## src/rtl/rgb_mixer_pkg.sv

```systemverilog
// Shared RGB mixer types and constants: channel count, level width, scan states, gamma map.
// Combinational helpers only; no latency or backpressure of their own.
package rgb_mixer_pkg;

    localparam int NUM_CH  = 3;
    localparam int LEVEL_W = 8;

    typedef enum logic [1:0] {
        IDLE  = 2'd0,
        SCAN0 = 2'd1,
        SCAN1 = 2'd2,
        SCAN2 = 2'd3
    } scan_state_t;

    // (l*l + l) >> 8 keeps both endpoints exact: 0 -> 0, 255 -> 255.
    function automatic logic [LEVEL_W-1:0] gamma_map(input logic [LEVEL_W-1:0] lvl);
        logic [15:0] sq;
        sq = 16'(lvl) * 16'(lvl) + 16'(lvl);
        return sq[15:8];
    endfunction

endpackage

```

## src/rtl/fade_tick_gen.sv

```systemverilog
// Fade tick prescaler: counts 0..TICK_DIV-1, combinational tick at the last count.
// freeze holds the count and suppresses the tick; counting resumes from the held value.
module fade_tick_gen #(
    parameter int TICK_DIV = 1024
) (
    input  logic clk,
    input  logic reset,
    input  logic freeze,
    output logic tick
);

    localparam int CW = (TICK_DIV > 1) ? $clog2(TICK_DIV) : 1;
    localparam logic [CW-1:0] LAST = CW'(TICK_DIV - 1);

    logic [CW-1:0] count;

    always_ff @(posedge clk) begin
        if (reset) begin
            count <= '0;
        end else if (!freeze) begin
            count <= (count == LAST) ? '0 : count + CW'(1);
        end
    end

    assign tick = !freeze && (count == LAST);

endmodule

```

## src/rtl/rgb_fade_ctrl.sv

```systemverilog
// Ramps three PWM duties toward encoder targets by <= STEP per tick, round-robin one channel per cycle.
// Duty lags its level by one cycle; no backpressure. Optional gamma duty map via RGB_FADE_GAMMA_EN.
module rgb_fade_ctrl
    import rgb_mixer_pkg::*;
#(
    parameter int TICK_DIV = 1024,
    parameter int STEP     = 1
) (
    input  logic       clk,
    input  logic       reset,
    input  logic [7:0] target0,
    input  logic [7:0] target1,
    input  logic [7:0] target2,
    input  logic       freeze,
    output logic [7:0] duty0,
    output logic [7:0] duty1,
    output logic [7:0] duty2,
    output logic       busy,
    output logic       settled
);

    localparam logic [LEVEL_W:0] STEP9 = (LEVEL_W+1)'(STEP);

    logic [LEVEL_W-1:0] level  [NUM_CH];
    logic [LEVEL_W-1:0] target [NUM_CH];

    scan_state_t state, state_next;
    logic        tick;
    logic [1:0]  sel;
    logic        scan_en;

    logic [LEVEL_W-1:0] cur, tgt, nxt;
    logic [LEVEL_W:0]   diff, step_amt;
    logic               ch_changed;
    logic               changed_acc;
    logic               all_eq_post;
    logic               any_neq;

    assign target[0] = target0;
    assign target[1] = target1;
    assign target[2] = target2;

    fade_tick_gen #(.TICK_DIV(TICK_DIV)) u_tick_gen (
        .clk    (clk),
        .reset  (reset),
        .freeze (freeze),
        .tick   (tick)
    );

    always_comb begin
        state_next = state;
        sel        = 2'd0;
        scan_en    = 1'b0;
        case (state)
            IDLE:  if (tick) state_next = SCAN0;
            SCAN0: begin sel = 2'd0; scan_en = 1'b1; state_next = SCAN1; end
            SCAN1: begin sel = 2'd1; scan_en = 1'b1; state_next = SCAN2; end
            SCAN2: begin sel = 2'd2; scan_en = 1'b1; state_next = IDLE;  end
            default: state_next = IDLE;
        endcase
    end

    // Shared step/clamp datapath; the 9-bit difference cannot wrap.
    always_comb begin
        cur      = level[sel];
        tgt      = target[sel];
        diff     = '0;
        step_amt = '0;
        nxt      = cur;
        if (cur < tgt) begin
            diff     = {1'b0, tgt} - {1'b0, cur};
            step_amt = (diff > STEP9) ? STEP9 : diff;
            nxt      = cur + step_amt[LEVEL_W-1:0];
        end else if (cur > tgt) begin
            diff     = {1'b0, cur} - {1'b0, tgt};
            step_amt = (diff > STEP9) ? STEP9 : diff;
            nxt      = cur - step_amt[LEVEL_W-1:0];
        end
        ch_changed = scan_en && (nxt != cur);
    end

    // Settle test uses the level values as they will be after this cycle's update.
    always_comb begin
        all_eq_post = 1'b1;
        any_neq     = 1'b0;
        for (int i = 0; i < NUM_CH; i++) begin
            if (((scan_en && (sel == 2'(i))) ? nxt : level[i]) != target[i]) begin
                all_eq_post = 1'b0;
            end
            if (level[i] != target[i]) begin
                any_neq = 1'b1;
            end
        end
    end

    always_ff @(posedge clk) begin
        if (reset) begin
            state       <= IDLE;
            changed_acc <= 1'b0;
            settled     <= 1'b0;
            busy        <= 1'b0;
            duty0       <= '0;
            duty1       <= '0;
            duty2       <= '0;
            for (int i = 0; i < NUM_CH; i++) begin
                level[i] <= '0;
            end
        end else begin
            state <= state_next;
            if (scan_en) begin
                level[sel] <= nxt;
            end
            if (state == SCAN0) begin
                changed_acc <= ch_changed;
            end else if (scan_en) begin
                changed_acc <= changed_acc | ch_changed;
            end
            settled <= (state == SCAN2) && all_eq_post && (changed_acc || ch_changed);
            busy    <= any_neq;
`ifdef RGB_FADE_GAMMA_EN
            duty0 <= gamma_map(level[0]);
            duty1 <= gamma_map(level[1]);
            duty2 <= gamma_map(level[2]);
`else
            duty0 <= level[0];
            duty1 <= level[1];
            duty2 <= level[2];
`endif
        end
    end

endmodule

```

## config.mk

```make
export PLATFORM = sky130hd
export DESIGN_NAME = rgb_fade_ctrl
export DESIGN_NICKNAME = d
export VERILOG_FILES = /design/src/rtl/rgb_mixer_pkg.sv /design/src/rtl/fade_tick_gen.sv /design/src/rtl/rgb_fade_ctrl.sv
export SDC_FILE = /design/constraint.sdc
export NUM_CORES = 1
export LEC_CHECK = 0
export CORE_MARGIN = 1
export CORE_UTILIZATION = 50
export CTS_CLUSTER_DIAMETER = 80
export CTS_CLUSTER_SIZE = 25
export DETAILED_ROUTE_END_ITERATION = 10
export PLACE_DENSITY = 0.71
export SLEW_MARGIN = 25
export SYNTH_ARGS = -nofsm -noshare
export SYNTH_HDL_FRONTEND = slang
export SYNTH_HIERARCHICAL = 1
export SYNTH_SLANG_ARGS = --single-unit
```

## constraint.sdc

```tcl
create_clock -name clk -period 10.4 [get_ports clk]
set_input_delay 1.04 -clock clk [delete_from_list [all_inputs] [get_ports clk]]
set_output_delay 1.04 -clock clk [all_outputs]
set_load 0.1 [all_outputs]
```

==> out/results.ini <==
[status]
status=completed

[sta]
fin_setup_tns_ns=0
final_hold_viol_count=0
finalSetupViolCount=0
drv_slew=0
fin_skew_ns=0.00585
post-route-min-period_ns=7.81
whs_ns=0.498
tightest_slew_ns=1.11
rsz0062_at_grt=no
fin_crit_sh=0.751
maxSlewHeadroom=0.241
clock.fmax_mhz=128

[clock_tree]
cts_tree=built
cts_num_sinks=71
clk_latency_ns=0.35
h-tree-depth=3
cts.clk_slew.worst_paths_ns=0.06
cts_buffer_depth=2
cts.repair.resized=0
cts_root_buf=clkbuf_16
cts_setup_buffers=0
cts_hold_buf=0
cts-buffers-inserted=9

[critical_path]
cp-end-kind=flop
cp.buffers_inverters=2
crit_fanout=24
cp_cell_sequence=inv_1 -> ha_2 -> mux2i_1 -> mux2i_1 -> inv_1 -> ha_1 -> nand4_1 -> a21oi_1 -> a211o_1 -> o21ai_0 -> a21oi_1 -> nand2_4 -> o21ai_0 -> fa_1 -> nand2b_1 -> o21ai_0 -> xor2_1 -> xnor2_1 -> o32a_1 -> o31ai_1 -> or4_1 -> a311oi_1 -> nand4_1 -> nor4_2
critPathKind=reg -> reg
critPathSlowestCell=mux2i_1
max_stage_delay_ns=0.91
path_delay_family=compound AO/OA/AOI/OAI gates
critPathRequiredTime_ns=10.65
startpoint_type=flop
crit_top_cell=o21ai_0
critPathArrivalTime_ns=8.05

[power_and_ir_drop]
leakage_nw=2.70
pwr-share-seq=0.338
combPwrFrac=0.325
sw_frac_of_total=0.364
ir_drop_mv=0.0890
power_density_nw_per_um2=131
switchingPower_mw=0.337
p_int_mw=0.590
pwr-share-clk=0.336

[job]
maxCapViolations=0

[placed_design]
place.gp.congestion=1.10
dp_cells=885
dpl.hpwl_mm=15.1
port_buffers=52

[routing]
routedWlPerCell_um=22.0
drtIter0Drc=600
wirelength_mm=19.8
ant_nets=0
first_pass_iters=5
drc=0
vias=5646
via_per_inst=6.27

[worst_hold_path]
hold_path_class=reg -> reg

[yosys]
syn-mean-instance-area_um2=8.79
ys_warn_count=6
synth_area_leader_cell=edfxtp_1
synth_flop_cell=dfxtp_1
synth_edf_count=32
syn_area_um2=6170
synth-compound-area-share=0.197
synth_top_family_by_area=simple AND/OR/NAND/NOR gates
async_reset_ff_frac=0
synth_xor_area_frac=0.107
synthSimpleGateAreaFrac=0.208
synth_area_leaders=edfxtp_1 (16%), dfxtp_1 (13%), ha_1 (7.5%), xnor2_1 (6.1%), mux2i_1 (4.7%)
netlist.area_leader.share=0.156
synth_mux_area_frac=0.0594
synth.distinct_cells=92
syn_inst=702
synthAdderAreaFrac=0.0880
yosys_register_bits=71
yosysSeqAreaShare=0.282

[global_routing]
grt_pass1_vias=5339
antenna_found_initial=0
grt_max_degree=43
grt_overflow=0
grt_pass1_wl_mm=30.4
gr-usage-all-layers=0.317

[die]
core_region_area_um2=12000
fp.dieW_um=113
die_h_um=113
rows=40
initial_core_util=0.514
ios=53
dieArea_um2=12800

[layout]
layout-drive-gt1-share=0.0756
layout_commonest_cell=nor2_1
fin_cells=901
antenna_cells=0
nets=817
syn_to_final_growth_pct=14.8
layout_common_cells=nor2_1 (69), clkdlybuf4s50_1 (52), inv_1 (44)
fillCellCount=1096

## flip-flops by register name, summed over array words and instances, names as in the netlist
| register | flops |
|---|---|
| duty2 | 8 |
| busy | 1 |
| duty1 | 8 |
| level | 32 |
| state | 2 |
| changed_acc | 1 |
| duty0 | 8 |
| u_tick_gen/count | 10 |
| settled | 1 |
## per-stage QoR
step / util / power (mW) / instance area, um^2 / setup slack [ns]
after floorplan: - / 0.531 / 6210 / 4.27
after global placement: 0.564 / 0.609 / 6780 / 2.55
after detailed placement: 0.564 / 0.612 / 6780 / 2.91
after CTS: 0.590 / 0.921 / 7080 / 2.79
after global routing: 0.590 / 0.958 / 7080 / 2.25
final: 0.590 / 0.926 / 7080 / 2.59
## cells in the mapped netlist (all sizes together) (6+ instances only)
cell type / count
or3: 7
and3: 9
edfxtp: 32
o21ai: 30
dfxtp: 39
a311oi: 6
mux2i: 31
nand2: 37
or4: 6
nand3: 23
xnor2: 45
xor2: 21
inv: 44
nand4: 9
a21oi: 42
o31ai: 8
a21o: 9
nor2b: 30
buf: 15
o2111ai: 6
a211oi: 8
clkbuf: 17
nor3: 14
nor2: 69
nand2b: 10
ha: 37
## final timing paths
kind | from | to | slack, ns | cells after the start
min | u_tick_gen/count[7]$_SDFFE_PP0N_ | u_tick_gen/count[7]$_SDFFE_PP0N_ | 0.50 | 2
min reg2reg | u_tick_gen/count[7]$_SDFFE_PP0N_ | u_tick_gen/count[7]$_SDFFE_PP0N_ | 0.50 | 2
max | state[0]$_SDFFE_PP0P_ | settled$_SDFF_PP0_ | 2.59 | 24
max reg2reg | state[0]$_SDFFE_PP0P_ | settled$_SDFF_PP0_ | 2.59 | 24
## tightest hold or removal path, cell delays in order, from the launching register on
cell and delay (ns):
dfxtp_1 0.33, o31ai_1 0.07, a21oi_1 0.05
## final cells by class
type,count,area [um^2],area share
Inverter,45,170,0.0240
Timing Repair Buffer,57,558,0.0788
Sequential cell,71,1740,0.246
Multi-Input combinational cell,565,4130,0.582
Clock inverter,6,53.8,0.00760
Tap cell,147,184,0.0260
Clock buffer,10,250,0.0353
## power groups by stage
stage          clock network, mW  logic, mW  registers (mW)
6_report                   0.312      0.301           0.313
5_1_grt                    0.325      0.319           0.314
4_1_cts                    0.313      0.294           0.314
3_5_place_dp                   0      0.293           0.319
3_3_place_gp                   0      0.290           0.319
2_1_floorplan                  0      0.177           0.354
## cells by family (layout without fill, tap and decap cells)
kind of cell | Yosys count | count (layout)
fa+ha+maj | 41 | 41
other cells | 2 | 13
compound gates | 166 | 166
buf+inv | 77 | 118
mux | 35 | 35
flops | 71 | 71
xor+xnor | 68 | 68
simple gates | 242 | 242
## per-layer routing
layer | up-vias | routed length, um | global-route usage
met4 | 0 | 419 | 0.0825
li1 | 2619 | - | -
met3 | 41 | 1760 | 0.0595
met5 | - | 0 | 0
met1 | 2700 | 8570 | 0.437
met2 | 286 | 9080 | 0.512
(Power assumes the default switching activity.)
